$ cat config.mk
export PLATFORM = sky130hd
export DESIGN_NAME = conv_engine_fsm
export DESIGN_NICKNAME = d
export VERILOG_FILES = /design/src/rtl/conv_engine_fsm.sv
export SDC_FILE = /design/constraint.sdc
export NUM_CORES = 1
export LEC_CHECK = 0
export BUFFER_PORTS_ARGS = -buffer_cell sky130_fd_sc_hd__buf_4
export CAP_MARGIN = 10
export CORE_MARGIN = 2
export CORE_UTILIZATION = 60
export DETAILED_ROUTE_END_ITERATION = 6
export GPL_ROUTABILITY_DRIVEN = 0
export PLACE_DENSITY = 0.77
export SYNTH_ARGS = -nofsm -noshare
export SYNTH_HDL_FRONTEND = slang
export SYNTH_SLANG_ARGS = --single-unit
$ cat constraint.sdc
create_clock -name clk -period 25.9 [get_ports clk]
set_clock_uncertainty 0.2 [all_clocks]
set_input_delay 1.295 -clock clk [delete_from_list [all_inputs] [get_ports clk]]
set_output_delay 1.295 -clock clk [all_outputs]
set_load 0.05 [all_outputs]
$ cat src/rtl/conv_engine_fsm.sv
// conv_engine_fsm
//   Sequences a KxK signed convolution over a chain of NxN datasets held in a
//   single-port memory (one-cycle read latency). It loads the weights, walks
//   every valid output position, accumulates with one MAC and hands each
//   result downstream over a valid/ready port.
// Ports:
//   clk, reset_b          clock, asynchronous active-low reset
//   dut_run               start request (rising edge seen in IDLE)
//   dut_busy              high whenever not IDLE
//   mem_rd/mem_addr       read strobe and address; mem_rdata one cycle later
//   res_data/res_valid/res_ready/res_last   result stream
//   matrix_done_flag      pulse per finished or skipped dataset
//   done                  pulse after the terminator word has been read
module conv_engine_fsm #(
   parameter int DATA_W = 8,
   parameter int ACC_W  = 24,
   parameter int ADDR_W = 12,
   parameter int K      = 3
) (
   input  logic              clk,
   input  logic              reset_b,
   input  logic              dut_run,
   output logic              dut_busy,
   output logic              mem_rd,
   output logic [ADDR_W-1:0] mem_addr,
   input  logic [DATA_W-1:0] mem_rdata,
   output logic [ACC_W-1:0]  res_data,
   output logic              res_valid,
   input  logic              res_ready,
   output logic              res_last,
   output logic              matrix_done_flag,
   output logic              done
);

   localparam int KK = K * K;
   localparam int TW = $clog2(KK + 1);

   localparam logic [2:0] S_IDLE   = 3'd0;
   localparam logic [2:0] S_LOAD_W = 3'd1;
   localparam logic [2:0] S_READ_N = 3'd2;
   localparam logic [2:0] S_WAIT_N = 3'd3;
   localparam logic [2:0] S_CALC   = 3'd4;
   localparam logic [2:0] S_DRAIN  = 3'd5;
   localparam logic [2:0] S_SEND   = 3'd6;
   localparam logic [2:0] S_NEXT   = 3'd7;

   logic [2:0]               state;
   logic                     run_q;
   logic [ADDR_W-1:0]        base;
   logic [TW-1:0]            tidx;      // weight-load index, then linear tap index
   logic [TW-1:0]            ti, tj;    // tap row / column
   logic                     cap_v;
   logic [TW-1:0]            cap_idx;
   logic                     mac_v, mac_first;
   logic [TW-1:0]            mac_idx;
   logic signed [DATA_W-1:0] weight [KK];
   logic [DATA_W-1:0]        nval, r, c;
   logic signed [ACC_W-1:0]  acc;
   logic                     done_q;

   logic [ADDR_W-1:0]        row, col, calc_addr, nxt_base;
   logic [DATA_W-1:0]        lim;
   logic                     at_last;
   logic signed [2*DATA_W-1:0] a_ext, b_ext, prod;

   always_comb begin
      row       = ADDR_W'(r) + ADDR_W'(ti);
      col       = ADDR_W'(c) + ADDR_W'(tj);
      calc_addr = base + ADDR_W'(1) + row * ADDR_W'(nval) + col;
      nxt_base  = base + ADDR_W'(1) + ADDR_W'(nval) * ADDR_W'(nval);
      lim       = nval - DATA_W'(K);
      at_last   = (r == lim) && (c == lim);
      a_ext     = (2*DATA_W)'($signed(mem_rdata));
      b_ext     = (2*DATA_W)'(weight[mac_idx]);
      prod      = a_ext * b_ext;
   end

   always_ff @(posedge clk or negedge reset_b) begin
      if (!reset_b) begin
         state     <= S_IDLE;
         // Starts high so a dut_run already asserted at reset release is not an edge.
         run_q     <= 1'b1;
         base      <= '0;
         tidx      <= '0;
         ti        <= '0;
         tj        <= '0;
         cap_v     <= 1'b0;
         cap_idx   <= '0;
         mac_v     <= 1'b0;
         mac_first <= 1'b0;
         mac_idx   <= '0;
         nval      <= '0;
         r         <= '0;
         c         <= '0;
         acc       <= '0;
         done_q    <= 1'b0;
         for (int unsigned k = 0; k < KK; k++) weight[k] <= '0;
      end else begin
         run_q  <= dut_run;
         cap_v  <= 1'b0;
         mac_v  <= 1'b0;
         done_q <= 1'b0;
         // Read data lands one cycle after issue, so capture and MAC trail the address.
         if (cap_v) weight[cap_idx] <= mem_rdata;
         if (mac_v) acc <= (mac_first ? '0 : acc) + ACC_W'(prod);
         case (state)
            S_IDLE: begin
               if (dut_run && !run_q) begin
                  state <= S_LOAD_W;
                  tidx  <= '0;
                  base  <= ADDR_W'(KK);
               end
            end
            S_LOAD_W: begin
               cap_v   <= 1'b1;
               cap_idx <= tidx;
               if (tidx == TW'(KK - 1)) begin
                  tidx  <= '0;
                  state <= S_READ_N;
               end else begin
                  tidx <= tidx + TW'(1);
               end
            end
            S_READ_N: state <= S_WAIT_N;
            S_WAIT_N: begin
               if (mem_rdata == '1) begin
                  done_q <= 1'b1;
                  state  <= S_IDLE;
               end else begin
                  // N is kept even for skipped datasets: NEXT needs it to step base.
                  nval <= mem_rdata;
                  if (mem_rdata < DATA_W'(K)) begin
                     state <= S_NEXT;
                  end else begin
                     r     <= '0;
                     c     <= '0;
                     ti    <= '0;
                     tj    <= '0;
                     tidx  <= '0;
                     state <= S_CALC;
                  end
               end
            end
            S_CALC: begin
               mac_v     <= 1'b1;
               mac_first <= (tidx == '0);
               mac_idx   <= tidx;
               tidx      <= tidx + TW'(1);
               if (tj == TW'(K - 1)) begin
                  tj <= '0;
                  if (ti == TW'(K - 1)) begin
                     ti    <= '0;
                     tidx  <= '0;
                     state <= S_DRAIN;
                  end else begin
                     ti <= ti + TW'(1);
                  end
               end else begin
                  tj <= tj + TW'(1);
               end
            end
            S_DRAIN: state <= S_SEND;
            S_SEND: begin
               if (res_ready) begin
                  if (at_last) begin
                     state <= S_NEXT;
                  end else begin
                     if (c == lim) begin
                        c <= '0;
                        r <= r + DATA_W'(1);
                     end else begin
                        c <= c + DATA_W'(1);
                     end
                     state <= S_CALC;
                  end
               end
            end
            S_NEXT: begin
               base  <= nxt_base;
               state <= S_READ_N;
            end
            default: state <= S_IDLE;
         endcase
      end
   end

   always_comb begin
      dut_busy         = (state != S_IDLE);
      mem_rd           = (state == S_LOAD_W) || (state == S_READ_N) || (state == S_CALC);
      case (state)
         S_LOAD_W: mem_addr = ADDR_W'(tidx);
         S_READ_N: mem_addr = base;
         S_CALC:   mem_addr = calc_addr;
         default:  mem_addr = '0;
      endcase
      res_valid        = (state == S_SEND);
      res_data         = res_valid ? acc : '0;
      res_last         = res_valid && at_last;
      matrix_done_flag = (state == S_NEXT);
      done             = done_q;
   end

endmodule
After elaboration in Yosys (flattened, before gate mapping)
Index checks and enable logic that the tools add are counted.
- add/sub/neg operators: 13
- $mul: 3
- $lt $le $gt $ge: 4
- equality and inequality tests: 22
- multiplexer cells: 46
- bitwise gates (word level): 3
- reduce and logical (&&, ||, !) cells: 22
- operators by type and width (cell ; count):
    8-bit 2-to-1 mux ; 11
    72-bit bitwise mux ; 1
    24-bit 2-to-1 mux ; 2
    4-bit 2-to-1 mux ; 9
    12-bit one-hot mux with 3 select lines ; 1
    8-bit binary-select mux with 4-bit select ; 1
    8-bit demux with 4-bit select ; 1
    8-bit one-hot mux with 2 select lines ; 2
    12-bit adder ; 2
    24-bit adder ; 1
    12-bit one-hot mux with 2 select lines ; 1
    3-bit one-hot mux with 8 select lines ; 1
    8-bit by 4-bit adder with 9-bit output ; 2
    3-bit 2-to-1 mux ; 6
    8-bit by 1-bit adder with 8-bit output, second input constant ; 2
    8-bit equality test ; 2
    8-bit by 8-bit multiplier with 16-bit output ; 1
    4-bit one-hot mux with 2 select lines ; 2
    4-bit one-hot mux with 4 select lines ; 1
    2-bit inequality test, second input constant ; 7
    12-bit by 1-bit adder with 12-bit output, second input constant ; 1
    12-bit by 9-bit adder with 12-bit output ; 1
    4-bit by 1-bit adder with 4-bit output, second input constant ; 3
    3-bit equality test, second input constant ; 4
    other kinds (30) ; 48
- flip-flop bits (word level): 160
- input bits: 12
- output and inout port bits: 42
- word-level logic and storage cells: 138

Longest topological paths before layout
Gate-level depths: netlist of the first run.
- depth in word-level cells: 6
- depth in mapped cells: 33
- mapped depth without buffers: 30

Least setup slack after synthesis of the first run
Ideal clock, no wire load.
- kind: register to register
- start: register mac_idx[0]
- end: register acc[23]
- library setup time: 0.125 ns
- data arrival time: 8.026 ns
- data required time: 25.575 ns
- setup slack: 17.549 ns
- stages on the path, launching flop included: 29
- path buffers: 4
- cell sequence: dfrtp_1 clkbuf_1 buf_2 nor4b_1 a21oi_1 or2_2 fa_1 fa_1 inv_1 fa_1 inv_1 fa_1 inv_1 ha_1 nor4_1 o21ai_0 a41oi_1 o21ai_0 xnor2_1 buf_2 buf_2 inv_1 ha_1 a21oi_1 nor2_1 nor3_1 o21ai_0 o311ai_0 mux2_2
- word-level cells in the longest chain between the ends: 6
- RTL lines (what ; line ; text):
    start: declaration ; 55 ; logic [TW-1:0] mac_idx;
    start signal: assignment ; 147 ; mac_idx <= tidx;
    4-bit inverter with 5-bit output (not written as such) ; 74 ; b_ext = (2*DATA_W)'(weight[mac_idx]);
    8-bit binary-select mux with 4-bit select ; 74 ;
    8-bit 2-to-1 mux (not written as such) (2 in series) ; 74 ;
    8-bit by 8-bit multiplier with 16-bit output ; 75 ; prod = a_ext * b_ext;
    24-bit adder ; 105 ; if (mac_v) acc <= (mac_first ? '0 : acc) + ACC_W'(prod);
    end signal: assignment ; 105 ;
    end: declaration ; 58 ; logic signed [ACC_W-1:0] acc;
No other way between the ends. The select of a mux whose other input is x is not followed.
A chain may end at the register's enable or synchronous reset.

Final worst setup path of the first run
- start: register mac_idx[0]
- end: register acc[22]
Same word-level chain as after synthesis.

==> metrics.yaml, run 1 <==
async_reset_ff_share_pct: 100
grt_max_degree: 90
max_freq_mhz: 111
htree_num_levels: 4
fin_crit_sh_pct: 34.9
coreArea_sq_um: 26700
synth_top_flop_cell: "dfrtp_1"
path_clk_slew_ns: 0.07
drc: 0
cts.sinks: 160
crit_type: "flip-flop to flip-flop"
wl_per_cell_um: 17.9
die_y_um: 168
drive_above_1_share_pct: 13.5
r2r_start: "mac_idx[0]"
r2r-end: "acc[22]"
io_buffers: 53
ys_warn_count: 0
hp-start: "weight[64]"
crit_fanout: 18
synthTopCellsByArea: "dfrtp_1 (25%), fa_1 (18%), ha_1 (9.3%)"
cts_inserted_buffers: 17
clock_path_buffers: 2
n_antenna_cell: 0
maxSlewViolCount: 0
final_nets: 1974
grt_pass1_vias: 12400
die-area_sq_um: 28300
ys_types: 72
maxSlewHeadroom_pct: 26.1
routed_wl_um: 36700
holdPathStages: 1
start_util_pct: 60.6
clock_latency_ns: 0.44
status: "finished, final reports clean"
postCtsSetupBuffers: 0
max_cap_violations: 0
rsz0062_at_grt: "false"
regToRegSetupSlack_ns: 16.86
synth_top_area_share_pct: 24.5
ctsResizeCount: 0
slowest_stage: "dfrtp_1"
setup_viol: 0
first_pass_iters: 7
drtIter0Drc: 998
synth_edf_count: 0
fill_cells: 2127
synth_commonest_cells: "inv_1 (252), dfrtp_1 (159), fa_1 (145), nand2_1 (141), ha_1 (120)"
fin_util_pct: 65.1
overflow: 0
synth_nets: 1964
avgSynthCellArea_sq_um: 9.61
reg2reg_depth: 29
antenna_found_initial: 0
start_kind: "flip-flop"
yosysTopAreaCell: "dfrtp_1"
crit_required_ns: 26.05
grtUsageTotal_pct: 27.0
rows: 60
yosysMostFrequentCell: "inv_1"
hold_buffers: 0
fp.dieW_um: 168
ios: 54
root_buffer: "clkbuf_16"
grt_pass1_wl_um: 61400
dpl.hpwl_um: 27100
cts_tree: "done"
synth_seq_cells: 160
min_to: "weight[64]"
vias_per_cell: 5.88
netlist_area_sq_um: 16200
finalSetupTns_ns: 0
crit_path_max_incr_delay_ns: 1.05
vias: 12100
hp-class: "flip-flop to flip-flop"
synth_seq_area_share_pct: 24.7
cp.arrival_ns: 9.20
syn_inst: 1687
tightest_slew_ns: 1.11
crit_top_cell: "a21oi_1"
area_delta_synth_final_pct: 7.33
final_hold_viol_count: 0
ant_nets: 0
min_period_ns: 9.04
cp-end-kind: "flip-flop"
==> state kept, by name, indices dropped and copies added, names as in the netlist, 8 cells and up <==
signal / count
c: 8
base: 12
r: 8
acc: 24
weight: 72
nval: 8
==> cell type report <==
cell class / count / area (sq um) / share of cell area [%]
clock inverters: 15 / 160 / 0.921
well taps: 341 / 427 / 2.45
repair buffers: 63 / 477 / 2.74
flip-flops and latches: 160 / 4010 / 23.0
inverters: 252 / 946 / 5.44
clock buffers: 17 / 425 / 2.45
multi-input cells: 1203 / 11000 / 63.0
==> cells by family (layout without fill, tap and decap cells) <==
| logic type | count (synthesis) | count (layout) | share of synthesized area, % |
|---|---|---|---|
| AO/OA/AOI/OAI | 232 | 232 | 9.32 |
| multiplexers | 132 | 132 | 10.2 |
| flip-flops | 160 | 160 | 24.7 |
| buffers and inverters | 324 | 347 | 7.69 |
| AND/OR/NAND/NOR | 472 | 472 | 14.9 |
| adder cells (fa/ha/maj) | 265 | 265 | 27.2 |
| XOR/XNOR | 102 | 102 | 6.07 |
==> critical path, delay by kind of cell (launching register included) <==
family | cells | cell delay, ns
flip-flops | 1 | 1.05
AO/OA/AOI/OAI | 12 | 3.02
XOR/XNOR | 1 | 0.18
multiplexers | 3 | 1.13
buffers and inverters | 3 | 0.14
AND/OR/NAND/NOR | 4 | 0.58
adder cells (fa/ha/maj) | 6 | 2.66
==> per-layer routing <==
layer / vias up / wire length (um) / track usage [%]
met5: - / 0 / 0
met4: 0 / 682 / 7.53
met3: 58 / 1950 / 4.02
met2: 359 / 17600 / 45.1
met1: 6040 / 16500 / 37.1
li1: 5604 / - / -
==> through the flow <==
stage / cells / cell area (sq um) / setup slack, ns / hold slack, ns
after global placement: 2019 / 16800 / 17.17 / 0.282
after CTS: 2051 / 17400 / 16.85 / 0.308
final: 2051 / 17400 / 16.86 / 0.307
after global routing: 2051 / 17400 / 16.09 / 0.319
after floorplan: 1687 / 16200 / 17.55 / 0.274
after detailed placement: 2019 / 16800 / 16.92 / 0.292
==> worst max-delay path by stage <==
stage / slack [ns] / to / start / depth (start not counted)
5_1_grt: 16.09 / acc[22] / mac_idx[0] / 29
3_3_place_gp: 17.17 / acc[23] / mac_idx[0] / 27
4_1_cts: 16.85 / acc[22] / mac_idx[0] / 29
2_1_floorplan: 17.55 / acc[23] / mac_idx[0] / 28
3_5_place_dp: 16.92 / acc[22] / mac_idx[0] / 29
6_report: 16.86 / acc[22] / mac_idx[0] / 29
==> placed cells by master (no fill, tap or decap), types with 22 or more instances in the layout <==
master   synthesis  layout
inv_1          252     252
dfrtp_1        159     159
fa_1           145     145
nand2_1        141     141
ha_1           120     120
mux2_2         101     101
and2_1          85      85
nor2_1          74      74
xnor2_1         73      73
buf_4            0      62
a21oi_1         58      58
o21ai_0         57      57
nor2b_1         35      35
nand3_1         32      32
and3_1          31      31
xor2_1          22      22
Power of run 1 is not shown: default switching activity piles up to over one toggle a cycle in this logic, so the estimate is an artifact.
==> run 2: changes to the inputs <==
==> constraint.sdc (replaced) <==
create_clock -name clk -period 8.4 [get_ports clk]
set_clock_uncertainty 0.2 [all_clocks]
set_input_delay 0.42 -clock clk [delete_from_list [all_inputs] [get_ports clk]]
set_output_delay 0.42 -clock clk [all_outputs]
set_load 0.05 [all_outputs]
==> run 2 against run 1 <==
  * Worst hold slack lost 0.19 ns
  * Critical path type unchanged
  * Critical path depth shrank 2
  * Flip-flop and latch count is the same
  * Cell area grew 1.1%
  * Largest cell class unchanged
==> metrics.yaml, run 2 (synthesis results as in run 1) <==
status: "finished, final reports clean"
crit_buf_inv: 5
cp-end-kind: "flip-flop"
crit_type: "flip-flop to flip-flop"
htree_num_levels: 4
hp-class: "input pin to flip-flop"
start_kind: "flip-flop"
regMostFlops: "weight"
grtUsageTotal_pct: 27.7
first_pass_iters: 7
min_period_ns: 7.99
reg2reg_depth: 27
final_cell_mix: "inv_1 (252), dfrtp_1 (157), fa_1 (145)"
cts_tree: "done"
setup_viol: 0
placed_area_sq_um: 16900
root_buffer: "clkbuf_16"
grt_max_degree: 69
critical_path.endpoint: "acc[23]"
crit_fanout: 18
io_buffers: 53
r2r_start: "mac_idx[0]"
slowest_stage: "fa_1"
clock_latency_ns: 0.45
maxSlewViolCount: 0
drive_above_1_share_pct: 14.6
drtIter0Drc: 897
cp.arrival_ns: 8.11
dpl.hpwl_um: 27400
fin_hold_ws_ns: 0.114
cts.sinks: 160
n_antenna_cell: 0
max_freq_mhz: 125
start_util_pct: 60.6
grt_pass1_vias: 12400
final_nets: 1982
cp_num_cells: 27
area_delta_synth_final_pct: 8.53
r2r-end: "acc[23]"
vias: 12100
die-area_sq_um: 28300
regToRegSetupSlack_ns: 0.41
grt_pass1_wl_um: 62700
cts_inserted_buffers: 17
overflow: 0
final_hold_viol_count: 0
crit_required_ns: 8.53
rows: 60
reg.largest.list: "weight x72, acc x24, base x12"
crit_path_max_incr_delay_ns: 0.54
ant_nets: 0
vias_per_cell: 5.88
drc: 0
cp-startpoint: "mac_idx[0]"
fin_crit_sh_pct: 95.1
clock_path_buffers: 2
path_clk_slew_ns: 0.07
final_common_cell: "inv_1"
routed_wl_um: 37200
antenna_found_initial: 0
coreArea_sq_um: 26700
tightest_slew_ns: 1.02
maxSlewHeadroom_pct: 32.3
die_y_um: 168
wl_per_cell_um: 18.1
fp.dieW_um: 168
crit_family: "compound AO/OA/AOI/OAI gates"
max_cap_violations: 0
largest_reg_flops: 72
ios: 54
final_cell_area_sq_um: 17600
## run 2: cell types whose count changed in the layout (fill, tap and decap cells not counted), sizes merged
cell         previous run  this run
clkinvlp                2         0
dlygate4sd3             0         2
buf                    63        69
clkinv                  4         6
## run 2: routing by layer
metal | wire length (um) | global-route usage [%]
met5 | 0 | 0
met4 | 503 | 6.07
met3 | 1870 | 4.56
met2 | 18000 | 46.3
met1 | 16800 | 38.2
## run 2: how the worst min path moves through the flow
| stage | startpoint | endpoint | slack [ns] | depth (start not counted) |
|---|---|---|---|---|
| global placement | reset_b | base[10] | 0.18 | 1 |
| CTS | res_ready | state[1] | 0.10 | 3 |
| global route | res_ready | state[1] | 0.11 | 3 |
| floorplan | reset_b | acc[0] | -0.08 | 0 |
| finish | res_ready | state[1] | 0.11 | 3 |
| detailed placement | reset_b | base[10] | 0.18 | 1 |
## run 2: what timing repair did
item | CTS | global route
endpoints found under the hold margin | 41 | 0
pin swaps | 0 | 2
hold buffers | 2 | 0
buffers inserted | 0 | 2
setup endpoints to repair | 1 | 3
resized for setup | 2 | 16
## run 2: cell type report
| type | instances | area (sq um) |
|---|---|---|
| Clock buffer | 17 | 425 |
| Tap cell | 341 | 427 |
| Clock inverter | 15 | 211 |
| Multi-Input combinational cell | 1203 | 11000 |
| Sequential cell | 160 | 4010 |
| Inverter | 252 | 946 |
| Fill cell | 2127 | 9140 |
| Timing Repair Buffer | 71 | 554 |
## run 2: metrics by stage
stage,setup slack [ns],instances,utilization (%),setup TNS [ns]
5_1_grt,-0.0576,2059,65.8,-0.0763
4_1_cts,0.216,2057,65.5,0
2_1_floorplan,0.0493,1687,-,0
6_report,0.413,2059,65.8,0
3_5_place_dp,0.0123,2023,63.1,0
3_3_place_gp,0.301,2023,63.1,0
## run 2: tightest hold or removal path, cell delays in order
cell and delay, ns:
buf_4 0.12, o22ai_1 0.07, o211a_1 0.10
Power of run 2 is left out for the same reason.
